===== config.mk =====
export PLATFORM = sky130hd
export DESIGN_NAME = key_step_ctrl
export DESIGN_NICKNAME = d
export VERILOG_FILES = /design/src/rtl/ctrl_pkg.sv /design/src/rtl/key_debounce.sv /design/src/rtl/key_step_ctrl.sv
export SDC_FILE = /design/constraint.sdc
export NUM_CORES = 1
export LEC_CHECK = 0
export BUFFER_PORTS_ARGS = -buffer_cell sky130_fd_sc_hd__buf_4
export CAP_MARGIN = 5
export CORE_MARGIN = 3
export CORE_UTILIZATION = 35
export DETAILED_ROUTE_END_ITERATION = 10
export SYNTH_ARGS = -nofsm -noshare
export SYNTH_HDL_FRONTEND = slang
export SYNTH_SLANG_ARGS = --single-unit

===== constraint.sdc =====
create_clock -name clk -period 1.9 [get_ports clk]
set_input_delay 0 -clock clk [delete_from_list [all_inputs] [get_ports clk]]
set_output_delay 0 -clock clk [all_outputs]
set_load 0.01 [all_outputs]

===== src/rtl/ctrl_pkg.sv =====
// Shared encodings for the pushbutton run-control slice.
package ctrl_pkg;

   localparam logic [1:0] MODE_HALT  = 2'b00;
   localparam logic [1:0] MODE_RUN   = 2'b01;
   localparam logic [1:0] MODE_STEP  = 2'b10;
   localparam logic [1:0] MODE_FAULT = 2'b11;

   localparam int KEY_STEP = 0;
   localparam int KEY_RUN  = 1;
   localparam int KEY_CLR  = 2;

endpackage


===== src/rtl/key_debounce.sv =====
// One pushbutton: two-flop synchroniser, stability counter, press pulse.
// Press pulse appears 2 + DEBOUNCE_CYCLES + 1 cycles after the key_n edge.
module key_debounce #(
   parameter int DEBOUNCE_CYCLES = 500000,
   parameter int CNT_W           = 20
) (
   input  logic clk,
   input  logic rst,
   input  logic i_key_n,
   output logic o_level,
   output logic o_press
);

   logic             r_sync1;
   logic             r_sync2;
   logic             r_stable;
   logic             r_stable_d;
   logic [CNT_W-1:0] r_cnt;
   logic             r_press;

   always_ff @(posedge clk or negedge rst) begin
      if (!rst) begin
         r_sync1    <= 1'b1;
         r_sync2    <= 1'b1;
         r_stable   <= 1'b1;
         r_stable_d <= 1'b1;
         r_cnt      <= '0;
         r_press    <= 1'b0;
      end else begin
         r_sync1    <= i_key_n;
         r_sync2    <= r_sync1;
         r_stable_d <= r_stable;
         // Only a 1->0 transition of the accepted level is a press.
         r_press    <= r_stable_d & ~r_stable;
         if (r_sync2 == r_stable) begin
            r_cnt <= '0;
         end else if (r_cnt == CNT_W'(DEBOUNCE_CYCLES - 1)) begin
            r_stable <= r_sync2;
            r_cnt    <= '0;
         end else begin
            r_cnt <= r_cnt + CNT_W'(1);
         end
      end
   end

   assign o_level = r_stable;
   assign o_press = r_press;

endmodule


===== src/rtl/key_step_ctrl.sv =====
// Pushbutton run control: HALT/RUN/STEP/FAULT FSM driving the core clock-enable.
// State and all outputs change one cycle after a debounced press event.
module key_step_ctrl
   import ctrl_pkg::*;
#(
   parameter int DEBOUNCE_CYCLES = 500000,
   parameter int CNT_W           = 20
) (
   input  logic       clk,
   input  logic       rst,
   input  logic [2:0] i_key_n,
   input  logic       i_halt_req,
   output logic       o_cpu_en,
   output logic       o_step_pulse,
   output logic       o_clr_status,
   output logic [1:0] o_mode,
   output logic [2:0] o_key_pressed
);

   logic [2:0] w_level;
   logic [2:0] w_press;
   logic [1:0] w_next;

   logic [1:0] r_state;
   logic       r_cpu_en;
   logic       r_step_pulse;
   logic       r_clr_status;
   logic [2:0] r_key_pressed;

   for (genvar g = 0; g < 3; g++) begin : g_key
      key_debounce #(
         .DEBOUNCE_CYCLES (DEBOUNCE_CYCLES),
         .CNT_W           (CNT_W)
      ) u_deb (
         .clk     (clk),
         .rst     (rst),
         .i_key_n (i_key_n[g]),
         .o_level (w_level[g]),
         .o_press (w_press[g])
      );
   end

   // FAULT is only reachable from RUN or STEP, so a lingering halt_req after clear is ignored.
   always_comb begin
      w_next = r_state;
      case (r_state)
         MODE_HALT: begin
            if (w_press[KEY_RUN])       w_next = MODE_RUN;
            else if (w_press[KEY_STEP]) w_next = MODE_STEP;
         end
         MODE_RUN: begin
            if (i_halt_req)             w_next = MODE_FAULT;
            else if (w_press[KEY_RUN])  w_next = MODE_HALT;
         end
         MODE_STEP:  w_next = i_halt_req ? MODE_FAULT : MODE_HALT;
         MODE_FAULT: begin
            if (w_press[KEY_CLR])       w_next = MODE_HALT;
         end
         default:    w_next = MODE_HALT;
      endcase
   end

   always_ff @(posedge clk or negedge rst) begin
      if (!rst) begin
         r_state       <= MODE_HALT;
         r_cpu_en      <= 1'b0;
         r_step_pulse  <= 1'b0;
         r_clr_status  <= 1'b0;
         r_key_pressed <= 3'b000;
      end else begin
         r_state       <= w_next;
         r_cpu_en      <= (w_next == MODE_RUN) || (w_next == MODE_STEP);
         r_step_pulse  <= (w_next == MODE_STEP);
         r_clr_status  <= w_press[KEY_CLR];
         r_key_pressed <= ~w_level;
      end
   end

   assign o_mode        = r_state;
   assign o_cpu_en      = r_cpu_en;
   assign o_step_pulse  = r_step_pulse;
   assign o_clr_status  = r_clr_status;
   assign o_key_pressed = r_key_pressed;

endmodule


==> metrics.csv <==
stage;metric;value;unit
clock_network;Worst-path clk slew;0.08;ns
finish;design area;4570;um2
global_routing;global-route track usage on met3;0.0419;
logic_synthesis;top post-synthesis cells by area;dfrtp_1, dfstp_2, xnor2_1, nor2_1, nand4_1;
timing;Worst-Margin Slew;0.516;ns
logic_synthesis;distinct cell type count after synthesis;40;
logic_synthesis;simple-gate share of the synthesized area;0.232;
logic_synthesis;synthesized net count;378;
finish;P&R area growth vs syn;20.2;%
floorplanning;Ports;14;
floorplanning;Core Region;10500;um2
global_routing;global-route wire length before repair;12500;um
timing;final setup violation count;0;
logic_synthesis;largest family of logic cells by synthesized area;simple AND/OR/NAND/NOR gates;
logic_synthesis;Mapped Cells;368;
logic_synthesis;register bit total from synthesis;83;
logic_synthesis;Yosys Warn Count;0;
route;wire per inst;12.5;um
logic_synthesis;post-synth top area share;0.467;
place;PortBufs;13;
clock_network;CTS tree;yes;
place;Cell Area, Placed;4300;um2
global_routing;layer with the highest usage;met2;
logic_synthesis;Yosys top cell by area;dfrtp_1;
logic_synthesis;synthesized cell area;3800;um2
power;Max VDD drop;0.322;mV
timing;skew final;0.00793;ns
clock_network;buffer depth of the longest clock path;2;
run;MaxCap Viol Count;0;
route;Remaining DRCs;0;
route;Pre-Repair DR Iteration Count;4;
place;Placer Congestion;0.793;
place;Post-DP HPWL;4840;um
min_path;hold crit path type;input pin to flop;
global_routing;GRT overflow;0;
floorplanning;Starting Density;0.364;
run_status;status;completed;
route;Vias;2793;
route;Antenna Nets Post-Route;0;
finish;most common cell after layout, fill and taps aside;dfrtp_1;
clock_network;CTS Buf Count;9;
setup_path;crit path max fanout;2;
finish;# diodes;0;
global_routing;grt met2 use;0.210;
timing;final setup TNS;0;ns
setup_path;CP arrival;2.13;ns
floorplanning;die width;110;um
global_routing;vias in the first global route;2722;
setup_path;R2R setup slack;0.06;ns
setup_path;path type of the worst setup path;flop to flop;
global_routing;largest net degree at the start of global routing;45;
clock_network;CTS H-tree depth;3;
power;Cell Pwr Density;709;nW/um2
power;total power;3.24;mW
timing;fin crit share;0.969;
logic_synthesis;adder-cell share of the synthesized area;0.0132;
finish;most frequent cells in the layout;dfrtp_1, nor2_1, buf_4;
setup_path;Critical R2R Capture;g_key[0].u_deb.o_level;
setup_path;startpoint types;flop;
floorplanning;die area;12200;um2
finish;Final Non-Filler Cells;561;
clock_network;Root Driver;clkbuf_8;
place;cell count after placement;540;
floorplanning;row count;37;
route;Avg Vias per Cell;4.98;
place;worst slack, placed;0.0199;ns
clock_network;Skew-Pair Late Insertion Delay;0.36;ns
clock_network;Num Clock Sinks;83;
setup_path;family with the most delay on the worst path;simple AND/OR/NAND/NOR gates;
timing;Slew Viols, Final;0;
setup_path;WP data required;2.19;ns
setup_path;Stages on worst setup path;4;
setup_path;Worst Setup EP;g_key[0].u_deb.o_level;
setup_path;Buf/Inv on CP;0;
global_routing;Global Route Usage Sum;0.131;
timing;slew margin rel.;0.656;
setup_path;reg2reg path depth;4;
setup_path;crit-path cells;or4b_1, or3_4, nor2_2, mux2_2;
timing;Fin. Hold Viols;0;
setup_path;Worst path max stage delay;0.52;ns
global_routing;M1 GR Usage;0.170;
setup_path;Crit. End Element;flop;
timing;Final min period;1.84;ns
logic_synthesis;post-synthesis xor/xnor area fraction;0.101;
route;initial DRC count;134;
logic_synthesis;mux cell area share after synthesis;0.0115;
setup_path;FF-to-FF Start;g_key[0].u_deb.r_cnt[12];
finish;nets@finish;430;
finish;layout cells sized above 1;0.209;
power;leakage power;1.84;nW
logic_synthesis;sequential share of the synthesized area;0.550;
route;Detailed Route WL;6990;um
setup_path;CP max-delay cell;or4b_1;
logic_synthesis;Compound-Gate Fraction of Synth Area;0.0615;
setup_path;Critical Path Source;g_key[0].u_deb.r_cnt[12];
logic_synthesis;syn avg cell area;10.3;um2
floorplanning;DIE HEIGHT;110;um
global_routing;initial antenna violation count;0;
timing;Final WS setup;0.0597;ns
timing;Max Fclk;0.543;GHz
## worst reg2reg max path: cells and delay by family (launching register included)
kind / cells / cell delay [ns]
AND/OR/NAND/NOR: 3 / 1.06
flip-flops: 1 / 0.38
multiplexers: 1 / 0.34
## timing repair
action	CTS	global route
resized for setup	0	6
setup endpoints to repair	0	16
endpoints found under the hold margin	42	0
hold buffers	4	0
buffers inserted	0	1
## power by group
part / switching [mW] / total, mW / internal (mW)
registers: 0.0171 / 1.81 / 1.79
clock network: 0.640 / 1.28 / 0.643
logic: 0.0851 / 0.148 / 0.0632
total: 0.743 / 3.24 / 2.50
## metal layers
metal / share of wire / vias up
met5: 0 / -
met4: 0.013 / 0
met3: 0.039 / 8
met2: 0.46 / 40
met1: 0.49 / 1355
li1: - / 1390
## Yosys cell counts (all sizes together)
cell,n
or2,4
and3,1
nor4bb,1
a21oi,17
o41ai,1
nor2,60
xnor2,33
dfrtp,71
o31ai,11
or3,8
xor2,11
nand4,17
inv,20
clkbuf,4
o21bai,2
or4b,1
o21ai,3
nand3,17
buf,3
dfstp,12
or4,12
nor2b,5
ha,4
nand2,18
mux2i,1
and4,1
nor4,11
nor4b,2
nor3,13
nand2b,1
mux2,3
## sequential cells by signal, indices dropped and copies added (netlist names)
| register | flops |
|---|---|
| o_key_pressed | 3 |
| g_key.u_deb.r_sync1 | 3 |
| o_clr_status | 1 |
| g_key.u_deb.r_cnt | 60 |
| g_key.u_deb.r_sync2 | 3 |
| g_key.u_deb.o_press | 3 |
| o_step_pulse | 1 |
| g_key.u_deb.r_stable_d | 3 |
| g_key.u_deb.o_level | 3 |
| o_mode | 2 |
| o_cpu_en | 1 |
## metrics by stage
stage	hold WS, ns	utilization
CTS	0.0582	0.434
detailed placement	0.0172	0.411
floorplan	-0.296	-
global placement	0.00943	0.411
finish	0.0716	0.437
global route	0.111	0.437
## worst min-delay path by stage
| stage | startpoint | to | slack [ns] | depth (start not counted) |
|---|---|---|---|---|
| floorplan | rst | g_key[0].u_deb.o_press | -0.30 | 0 |
| finish | i_halt_req | o_mode[0] | 0.07 | 5 |
| global placement | rst | o_step_pulse | 0.009 | 1 |
| detailed placement | rst | g_key[0].u_deb.o_press | 0.02 | 1 |
| global route | i_halt_req | o_mode[0] | 0.11 | 5 |
| CTS | i_halt_req | o_mode[0] | 0.06 | 5 |
## cells by family (layout without fill, tap and decap cells)
kind of cell | count (synthesis) | after routing
and+or+nand+nor | 172 | 172
DFF | 83 | 83
xor gates and xnor gates | 44 | 44
AOI/OAI and AO/OA | 34 | 34
buffers and inverters | 27 | 84
adders and majority gates | 4 | 4
muxes | 4 | 4
## cell type report
| class | instances | area [um2] |
|---|---|---|
| Clock buffer | 10 | 138 |
| Fill cell | 1020 | 5890 |
| Inverter | 20 | 75.1 |
| Sequential cell | 83 | 2090 |
| Tap cell | 136 | 170 |
| Multi-Input combinational cell | 258 | 1640 |
| Timing Repair Buffer | 48 | 399 |
| Clock inverter | 6 | 62.6 |
Note: power is estimated with default switching activity, not from simulation.
